===== src/rtl/axis_pkt_fifo_pkg.sv =====
// Shared state encoding and sizing helper for the AXI-Stream packet FIFO.
// Latency: n/a (types and functions only).
// Backpressure: n/a.
package axis_pkt_fifo_pkg;

    typedef enum logic {
        ST_ACCEPT = 1'b0,
        ST_DROP   = 1'b1
    } state_t;

    // Pointers carry one extra MSB as a wrap bit so full and empty are distinguishable.
    function automatic int ptr_width(input int depth);
        return $clog2(depth) + 1;
    endfunction

endpackage


===== src/rtl/axis_pkt_fifo_ram.sv =====
// DEPTH x WIDTH storage array, one synchronous write port, one asynchronous read port.
// Latency: write visible on the read port the cycle after the write edge.
// Backpressure: none; the caller gates wr_en.
module axis_pkt_fifo_ram #(
    parameter int WIDTH = 9,
    parameter int DEPTH = 16,
    localparam int AW = $clog2(DEPTH)
) (
    input  logic             i_clk,
    input  logic             wr_en,
    input  logic [AW-1:0]    wr_addr,
    input  logic [WIDTH-1:0] wr_data,
    input  logic [AW-1:0]    rd_addr,
    output logic [WIDTH-1:0] rd_data
);

    logic [WIDTH-1:0] mem [DEPTH];

    // No reset: contents are only ever read behind a valid pointer range.
    always_ff @(posedge i_clk) begin
        if (wr_en) begin
            mem[wr_addr] <= wr_data;
        end
    end

    assign rd_data = mem[rd_addr];

endmodule


===== src/rtl/axis_pkt_fifo.sv =====
// AXI-Stream FIFO, cut-through or store-and-forward; AXIS_PKT_FIFO_ERR_DROP_EN drops tuser-flagged packets.
// Latency: m_tvalid one cycle after an accepted beat (cut-through) or after the accepted tlast (packet mode).
// Backpressure: s_tready low while full, forced high while discarding an oversize packet.
module axis_pkt_fifo
    import axis_pkt_fifo_pkg::*;
#(
    parameter int DATA_WIDTH  = 8,
    parameter int DEPTH       = 16,
    parameter int PACKET_MODE = 0
) (
    input  logic                    i_clk,
    input  logic                    i_rst_n,
    input  logic                    i_clear,
    input  logic                    s_tvalid,
    output logic                    s_tready,
    input  logic                    s_tlast,
    input  logic [DATA_WIDTH-1:0]   s_tdata,
    input  logic                    s_tuser,
    output logic                    m_tvalid,
    input  logic                    m_tready,
    output logic                    m_tlast,
    output logic [DATA_WIDTH-1:0]   m_tdata,
    output logic                    o_empty,
    output logic                    o_full,
    output logic [$clog2(DEPTH):0]  o_word_count,
    output logic [$clog2(DEPTH):0]  o_pkt_count,
    output logic                    o_drop
);

    localparam int              PW      = ptr_width(DEPTH);
    localparam int              AW      = PW - 1;
    localparam logic [PW-1:0]   DEPTH_W = PW'(DEPTH);
    localparam logic [PW-1:0]   ONE     = PW'(1);
    localparam bit              PKT     = (PACKET_MODE != 0);

    state_t          state_q, state_d;
    logic [PW-1:0]   wr_ptr, wr_commit, rd_ptr, pkt_count, commit_ptr, used;
    logic            rdy_en, full, push, pop, store, commit, size_drop, err_drop, err_flag;
    logic [DATA_WIDTH:0] rd_dat;

`ifdef AXIS_PKT_FIFO_ERR_DROP_EN
    assign err_flag = PKT && s_tuser;
`else
    logic unused_tuser;
    assign unused_tuser = s_tuser;
    assign err_flag     = 1'b0;
`endif

    assign used       = wr_ptr - rd_ptr;
    assign full       = (used == DEPTH_W);
    assign commit_ptr = PKT ? wr_commit : wr_ptr;
    // rdy_en holds s_tready low through reset and rises on the first edge after release.
    assign s_tready   = rdy_en && ((state_q == ST_DROP) || !full);
    assign push       = s_tvalid && s_tready;
    assign m_tvalid   = (rd_ptr != commit_ptr);
    assign pop        = m_tvalid && m_tready;

    always_ff @(posedge i_clk or negedge i_rst_n) begin
        if (!i_rst_n) begin
            state_q <= ST_ACCEPT;
        end else begin
            state_q <= state_d;
        end
    end

    always_comb begin
        state_d   = state_q;
        store     = 1'b0;
        commit    = 1'b0;
        size_drop = 1'b0;
        err_drop  = 1'b0;
        case (state_q)
            ST_ACCEPT: begin
                store = push;
                // Whole FIFO holds one unfinished packet: it can never complete, so discard it.
                if (PKT && full && (wr_commit == rd_ptr)) begin
                    size_drop = 1'b1;
                    store     = 1'b0;
                    state_d   = ST_DROP;
                end else if (push && s_tlast) begin
                    if (err_flag) begin
                        err_drop = 1'b1;
                    end else begin
                        commit = 1'b1;
                    end
                end
            end
            ST_DROP: begin
                if (push && s_tlast) begin
                    state_d = ST_ACCEPT;
                end
            end
            default: state_d = ST_ACCEPT;
        endcase
        if (i_clear) begin
            state_d = ST_ACCEPT;
        end
    end

    always_ff @(posedge i_clk or negedge i_rst_n) begin
        if (!i_rst_n) begin
            rdy_en    <= 1'b0;
            wr_ptr    <= '0;
            wr_commit <= '0;
            rd_ptr    <= '0;
            pkt_count <= '0;
        end else begin
            rdy_en <= 1'b1;
            if (i_clear) begin
                wr_ptr    <= '0;
                wr_commit <= '0;
                rd_ptr    <= '0;
                pkt_count <= '0;
            end else begin
                if (size_drop || err_drop) begin
                    wr_ptr <= wr_commit;
                end else if (store) begin
                    wr_ptr <= wr_ptr + ONE;
                end
                if (commit) begin
                    wr_commit <= wr_ptr + ONE;
                end
                if (pop) begin
                    rd_ptr <= rd_ptr + ONE;
                end
                if (commit && !(pop && m_tlast)) begin
                    pkt_count <= pkt_count + ONE;
                end else if (!commit && pop && m_tlast) begin
                    pkt_count <= pkt_count - ONE;
                end
            end
        end
    end

    axis_pkt_fifo_ram #(
        .WIDTH (DATA_WIDTH + 1),
        .DEPTH (DEPTH)
    ) u_ram (
        .i_clk   (i_clk),
        .wr_en   (store),
        .wr_addr (wr_ptr[AW-1:0]),
        .wr_data ({s_tlast, s_tdata}),
        .rd_addr (rd_ptr[AW-1:0]),
        .rd_data (rd_dat)
    );

    assign m_tlast      = rd_dat[DATA_WIDTH];
    assign m_tdata      = rd_dat[DATA_WIDTH-1:0];
    assign o_empty      = (used == '0);
    assign o_full       = full;
    assign o_word_count = used;
    assign o_pkt_count  = pkt_count;
    assign o_drop       = size_drop || err_drop;

endmodule

===== config.mk =====
export PLATFORM = sky130hd
export DESIGN_NAME = axis_pkt_fifo
export DESIGN_NICKNAME = d
export VERILOG_FILES = /design/src/rtl/axis_pkt_fifo_pkg.sv /design/src/rtl/axis_pkt_fifo_ram.sv /design/src/rtl/axis_pkt_fifo.sv
export SDC_FILE = /design/constraint.sdc
export NUM_CORES = 1
export LEC_CHECK = 0
export ABC_CLOCK_PERIOD_IN_PS = 5300
export CAP_MARGIN = 20
export CELL_PAD_IN_SITES_DETAIL_PLACEMENT = 1
export CELL_PAD_IN_SITES_GLOBAL_PLACEMENT = 2
export CORE_MARGIN = 2
export CORE_UTILIZATION = 40
export DETAILED_ROUTE_END_ITERATION = 7
export PLACE_DENSITY = 0.76
export SYNTH_ARGS = -nofsm -noshare
export SYNTH_HDL_FRONTEND = slang
export SYNTH_SLANG_ARGS = --single-unit

===== constraint.sdc =====
create_clock -name i_clk -period 5.3 [get_ports i_clk]
set_clock_uncertainty 0.15 [all_clocks]
set_input_delay 1.06 -clock i_clk [delete_from_list [all_inputs] [get_ports i_clk]]
set_output_delay 1.06 -clock i_clk [all_outputs]
set_load 0.01 [all_outputs]

# Word level (Yosys, flattened, before mapping)
# Memories as Yosys holds them, arrays and structs flattened.
# Cells that the tools add are included.
dict set report classes {
  reduce_logical 16
  muxes 15
  addsub 5
  n_eq_ne 2
}
# cell n
set ops {}
lappend ops {{5-bit two-way mux} 7}
lappend ops {{5-bit by 1-bit adder with 5-bit output, second input constant} 3}
lappend ops {{1-bit logical AND} 8}
lappend ops {{1-bit two-way mux} 8}
lappend ops {{5-bit == test, second input constant} 1}
lappend ops {{5-bit logical NOT} 1}
lappend ops {{5-bit inequality test} 1}
lappend ops {{5-bit by 1-bit subtractor with 5-bit output, second input constant} 1}
lappend ops {{5-bit subtractor} 1}
lappend ops {{2-bit nonzero test} 2}
lappend ops {{1-bit logical NOT} 3}
lappend ops {{3-bit nonzero test} 1}
lappend ops {{1-bit logical OR} 1}
dict set report word_totals {
  inputBits 15
  output_inout_bits 24
  mem_count 1
  ram_bits 144
  reg_bits 17
}
# name depth width rd rd_clocked_by_memory_dff wr line_no
set mem_list {}
lappend mem_list {u_ram.mem 16 9 1 0 1 axis_pkt_fifo_ram.sv:17} ;# logic [WIDTH-1:0] mem [DEPTH];

# Longest topological paths before layout
dict set report depth {
  ltp_word 15
  ltp_mapped 15
}

# Hierarchy
# Synthesis repeated with hierarchy kept, for this count alone.
dict set report hier_totals {
  cells_unflattened 371
  hier_area_um2 6787.8
}
# mod n_inst seq_area_each_um2 cells_each area_each_um2
set modules_own_cells {}
lappend modules_own_cells {axis_pkt_fifo_ram 1 4324.1 245 5600.4}
lappend modules_own_cells {axis_pkt_fifo 1 425.4 126 1187.4}

# Least setup slack after synthesis
# OpenSTA, ideal clock, no wires.
dict set report synth_timing {
  path_type {reg2reg}
  from {reg rd_ptr[1]}
  to {mem u_ram.mem[0][0], enable pin}
  synth_period_minus_slack_ps 3776
  arrival_time_ps 3239
  n_path_buf 1
  stages_incl_launch_ff 11
  t_required_ps 4763
  path_slack_ps 1524
  cell_sequence {dfrtp_1 -> clkbuf_1 -> inv_1 -> fa_1 -> xor2_1 -> and4b_1 -> o211ai_2 -> inv_1 -> nor3_2 -> nand2_1 -> nor3_1}
}
dict set report synth_between {
  elab_chain_cells 9
}
# item line_no
set synth_rtl {}
lappend synth_rtl {{from (decl)} axis_pkt_fifo.sv:37} ;# logic [PW-1:0] wr_ptr, wr_commit, rd_ptr, pkt_count, commit_ptr, used;
lappend synth_rtl {{from (signal assigned)} axis_pkt_fifo.sv:124} ;# rd_ptr <= rd_ptr + ONE;
lappend synth_rtl {{5-bit subtractor} axis_pkt_fifo.sv:49} ;# assign used = wr_ptr - rd_ptr;
lappend synth_rtl {{via o_word_count[2]} axis_pkt_fifo.sv:25} ;# output logic [$clog2(DEPTH):0] o_word_count,
lappend synth_rtl {{5-bit == test} axis_pkt_fifo.sv:50} ;# assign full = (used == DEPTH_W);
lappend synth_rtl {{via o_full} axis_pkt_fifo.sv:24} ;# output logic o_full,
lappend synth_rtl {{1-bit logical NOT} axis_pkt_fifo.sv:53} ;# assign s_tready = rdy_en && ((state_q == ST_DROP) || !full);
lappend synth_rtl {{1-bit logical OR} axis_pkt_fifo.sv:53}
lappend synth_rtl {{1-bit logical AND} axis_pkt_fifo.sv:53}
lappend synth_rtl {{1-bit logical AND} axis_pkt_fifo.sv:54} ;# assign push = s_tvalid && s_tready;
lappend synth_rtl {{1-bit two-way mux} axis_pkt_fifo.sv:72} ;# case (state_q)
lappend synth_rtl {{1-bit two-way mux} axis_pkt_fifo_ram.sv:21} ;# if (wr_en) begin
lappend synth_rtl {{1-bit two-way mux (not written as such)} axis_pkt_fifo_ram.sv:22} ;# mem[wr_addr] <= wr_data;
lappend synth_rtl {{to (decl)} axis_pkt_fifo_ram.sv:17}
# The timed path passes the listed nets, and every way through them passes these cells.

# Worst setup path in the final report
dict set report layout_timing {
  from {reg rd_ptr[0]}
  to {out s_tready}
}
dict set report layout_between {
  elab_chain_cells 5
}
# item line_no
set layout_rtl {}
lappend layout_rtl {{5-bit subtractor} axis_pkt_fifo.sv:49}
lappend layout_rtl {{5-bit == test} axis_pkt_fifo.sv:50}
lappend layout_rtl {{1-bit logical NOT} axis_pkt_fifo.sv:53}
lappend layout_rtl {{1-bit logical OR} axis_pkt_fifo.sv:53}
lappend layout_rtl {{1-bit logical AND} axis_pkt_fifo.sv:53}
lappend layout_rtl {{to (decl)} axis_pkt_fifo.sv:15} ;# output logic s_tready,
# Every way passes these cells.

==> metrics.csv <==
stage,metric,value,unit
worst_setup_path,worst path arrival time,3.45,ns
clock_tree,# H-tree levels,4,
worst_setup_path,WS Path Type,flip-flop to output pin,
worst_setup_path,Critical Path Source,rd_ptr[0],
sta,final period demand of the worst path,4.66,ns
worst_setup_path,Slowest cell on crit path,dfrtp_2,
power,Pleak,2.70,nW
worst_setup_path,Critical Path Start Type,flip-flop,
worst_setup_path,depth of the worst register-to-register path,11,
placement,Post-DP HPWL,8.91,mm
sta,Tightest Pin Transition,0.841,ns
final_layout,Filler cells,1527,
min_path,WHS Path Cells,1,
routing,WL final,14.4,mm
routing,drt first pass iters,5,
routing,initial DRC count,206,
placement,# placed instances,614,
floorplan,# rows,47,
worst_setup_path,FF-to-FF Start,rd_ptr[0],
sta,"Slew Viols, Final",0,
final_layout,Layout Utilization,48.8,%
synth,ys flop type,edfxtp_1,
worst_setup_path,CP Max Fanout,14,
final_layout,final instance area,8060,um2
synth,number of synthesized register bits,161,
floorplan,Die Area,17900,um2
final_layout,footprint of the multi-input gates,1880,um2
floorplan,core area,16500,um2
clock_tree,clock buffer depth,2,
synth,Mapped Cells,353,
floorplan,Initial Util,40.8,%
sta,hold_ws,0.357,ns
synth,Synth Area per Inst,19.1,um2
sta,"Hold Vio Cnt, Final",0,
final_layout,fraction of layout instances using a drive strength above 1,24.2,%
sta,# setup viols final,0,
clock_tree,clock transition at the registers of the reported paths,0.06,ns
synth,Syn Nets,383,
final_layout,Final #Nets,443,
clock_tree,CTS-repair resized insts,0,
final_layout,"commonest non-fill, non-tap cells in the layout","144 x edfxtp_1, 40 x mux4_2, 36 x clkdlybuf4s50_1",
sta,setup TNS,0,ns
clock_tree,setup bufs post-CTS,0,
clock_tree,Sink Count,161,
worst_setup_path,worst r2r dst,u_ram.mem[8][7],
global_route,global-route wire length before repair,22.5,mm
final_layout,Non-Filler Instances,645,
worst_setup_path,crit-path max cell delay,0.62,ns
synth,Async SR Flop Fraction,10.6,%
clock_tree,CTS tree,done,
routing,post-detailed-route DRC marker count,0,
global_route,largest net degree at the start of global routing,35,
floorplan,chip width,134,um
synth,sequential fraction of the synthesis area,70.4,%
sta,RSZ-0062 raised after global routing,no,
final_layout,"commonest non-fill, non-tap cell in the layout",edfxtp_1,
power,pwr dens,399,nW/um2
min_path,Tightest Hold Check Type,flip-flop to flip-flop,
global_route,GRT Overall Usage,17.6,%
worst_setup_path,CP endpoint kind,output pin,
final_layout,n_diodes,0,
global_route,vias in the first global route,3718,
routing,Vias,3490,
power,total power draw,3.22,mW
outcome,outcome,"finished, final reports clean",
worst_setup_path,"setup slack, reg-to-reg",1.09,ns
worst_setup_path,CP cell instances,ha_1 -> inv_1 -> fa_1 -> xor2_1 -> and4b_1 -> o211ai_2 -> inv_1 -> a21boi_0 -> clkdlybuf4s50_1,
routing,vias per cell,5.41,
placement,Post-Place Worst Slack,1.03,ns
final_layout,P&R area growth vs syn,19.5,%
sta,Relative slew margins,43.8,%
sta,Final WS setup,0.642,ns
worst_setup_path,CP required,4.09,ns
flow_run,max_cap viols,0,
clock_tree,"Hold-fix buffers, CTS",0,
synth,synth warn,0,
placement,Post-DP Area,7460,um2
power,worst vdd ir,368,uV
synth,Post-synth EDFFs,144,
clock_tree,CTS Buf Count,17,
global_route,grt total ovfl,0,
sta,final worst-path cycle share,87.9,%
floorplan,I/O pin count,39,
synth,mapped cell area,6750,um2
floorplan,Die Y,134,um
routing,routed len/inst,22.3,um
synth,synth unique cells,45,
sta,Max Fclk,215,MHz
clock_tree,CTS Root Cell,clkbuf_16,
global_route,initial antenna violation count,0,
worst_setup_path,CP endpoint,s_tready,
placement,Final Wtd Congestion,0.741,
routing,Final ANT Viol Nets,0,
worst_setup_path,cell mode on critical path,inv_1,
clock_tree,clk_lat worst skew,0.43,ns
final_layout,Reg area,4750,um2
placement,number of port buffers,36,
[report_power, final]
| group | internal [mW] | total (mW) | switching [mW] |
|---|---|---|---|
| Clock | 0.744 | 1.25 | 0.506 |
| Combinational | 0.294 | 0.532 | 0.238 |
| Sequential | 1.41 | 1.44 | 0.0304 |
| Total | 2.44 | 3.22 | 0.774 |
[cells in the mapped netlist (7+ instances only)]
master | instances | area share, %
edfxtp_1 | 144 | 64
clkbuf_1 | 8 | 0.45
ha_1 | 13 | 2.4
nor3_1 | 7 | 0.52
nor2_1 | 23 | 1.3
a21oi_1 | 8 | 0.59
mux4_2 | 40 | 13
nand3_1 | 7 | 0.52
xor2_1 | 8 | 1.0
dfrtp_1 | 17 | 6.3
nand2_1 | 10 | 0.56
inv_1 | 8 | 0.45
[area by class of cell]
cell class	instances	area share, %
Sequential cell	161	59.0
Timing Repair Buffer	56	6.33
Multi-Input combinational cell	167	23.4
Clock buffer	17	5.28
Inverter	10	0.466
Clock inverter	14	2.19
Tap cell	220	3.42
[cells by family (layout without fill, tap and decap cells)]
| logic type | Yosys count | in the layout | synth area share, % |
|---|---|---|---|
| flops | 161 | 161 | 70.4 |
| mux | 46 | 46 | 15.5 |
| buf+inv | 25 | 97 | 1.67 |
| other cells | 2 | 2 | 0.111 |
| fa+ha+maj | 15 | 15 | 3.01 |
| simple gates | 67 | 67 | 5.23 |
| xor+xnor | 12 | 12 | 1.56 |
| compound gates | 25 | 25 | 2.56 |
[critical path, delay by kind of cell, from the launching register on]
family,cells,cell delay (ns)
DFF,1,0.62
xor gates and xnor gates,1,0.26
buffers and inverters,3,0.75
AOI/OAI and AO/OA,2,0.52
adders and majority gates,2,0.64
and+or+nand+nor,1,0.24
[per-layer routing]
| metal | GRT usage (%) | wire length [um] |
|---|---|---|
| met5 | 0 | 0 |
| met4 | 5.73 | 240 |
| met3 | 4.91 | 886 |
| met2 | 28.8 | 7140 |
| met1 | 22.8 | 6140 |
[state kept, by name (all words and copies together), names as in the netlist]
name         count
u_ram.mem      144
commit_ptr       5
o_pkt_count      5
rd_ptr           5
rdy_en           1
state_q          1
[how the worst min path moves through the flow]
stage / to / slack [ns] / from
finish: state_q / 0.36 / rdy_en
CTS: state_q / 0.35 / rdy_en
global placement: state_q / 0.32 / rdy_en
detailed placement: state_q / 0.34 / rdy_en
global route: state_q / 0.37 / rdy_en
floorplan: state_q / 0.30 / rdy_en
Power figures use the tool's default switching activity.
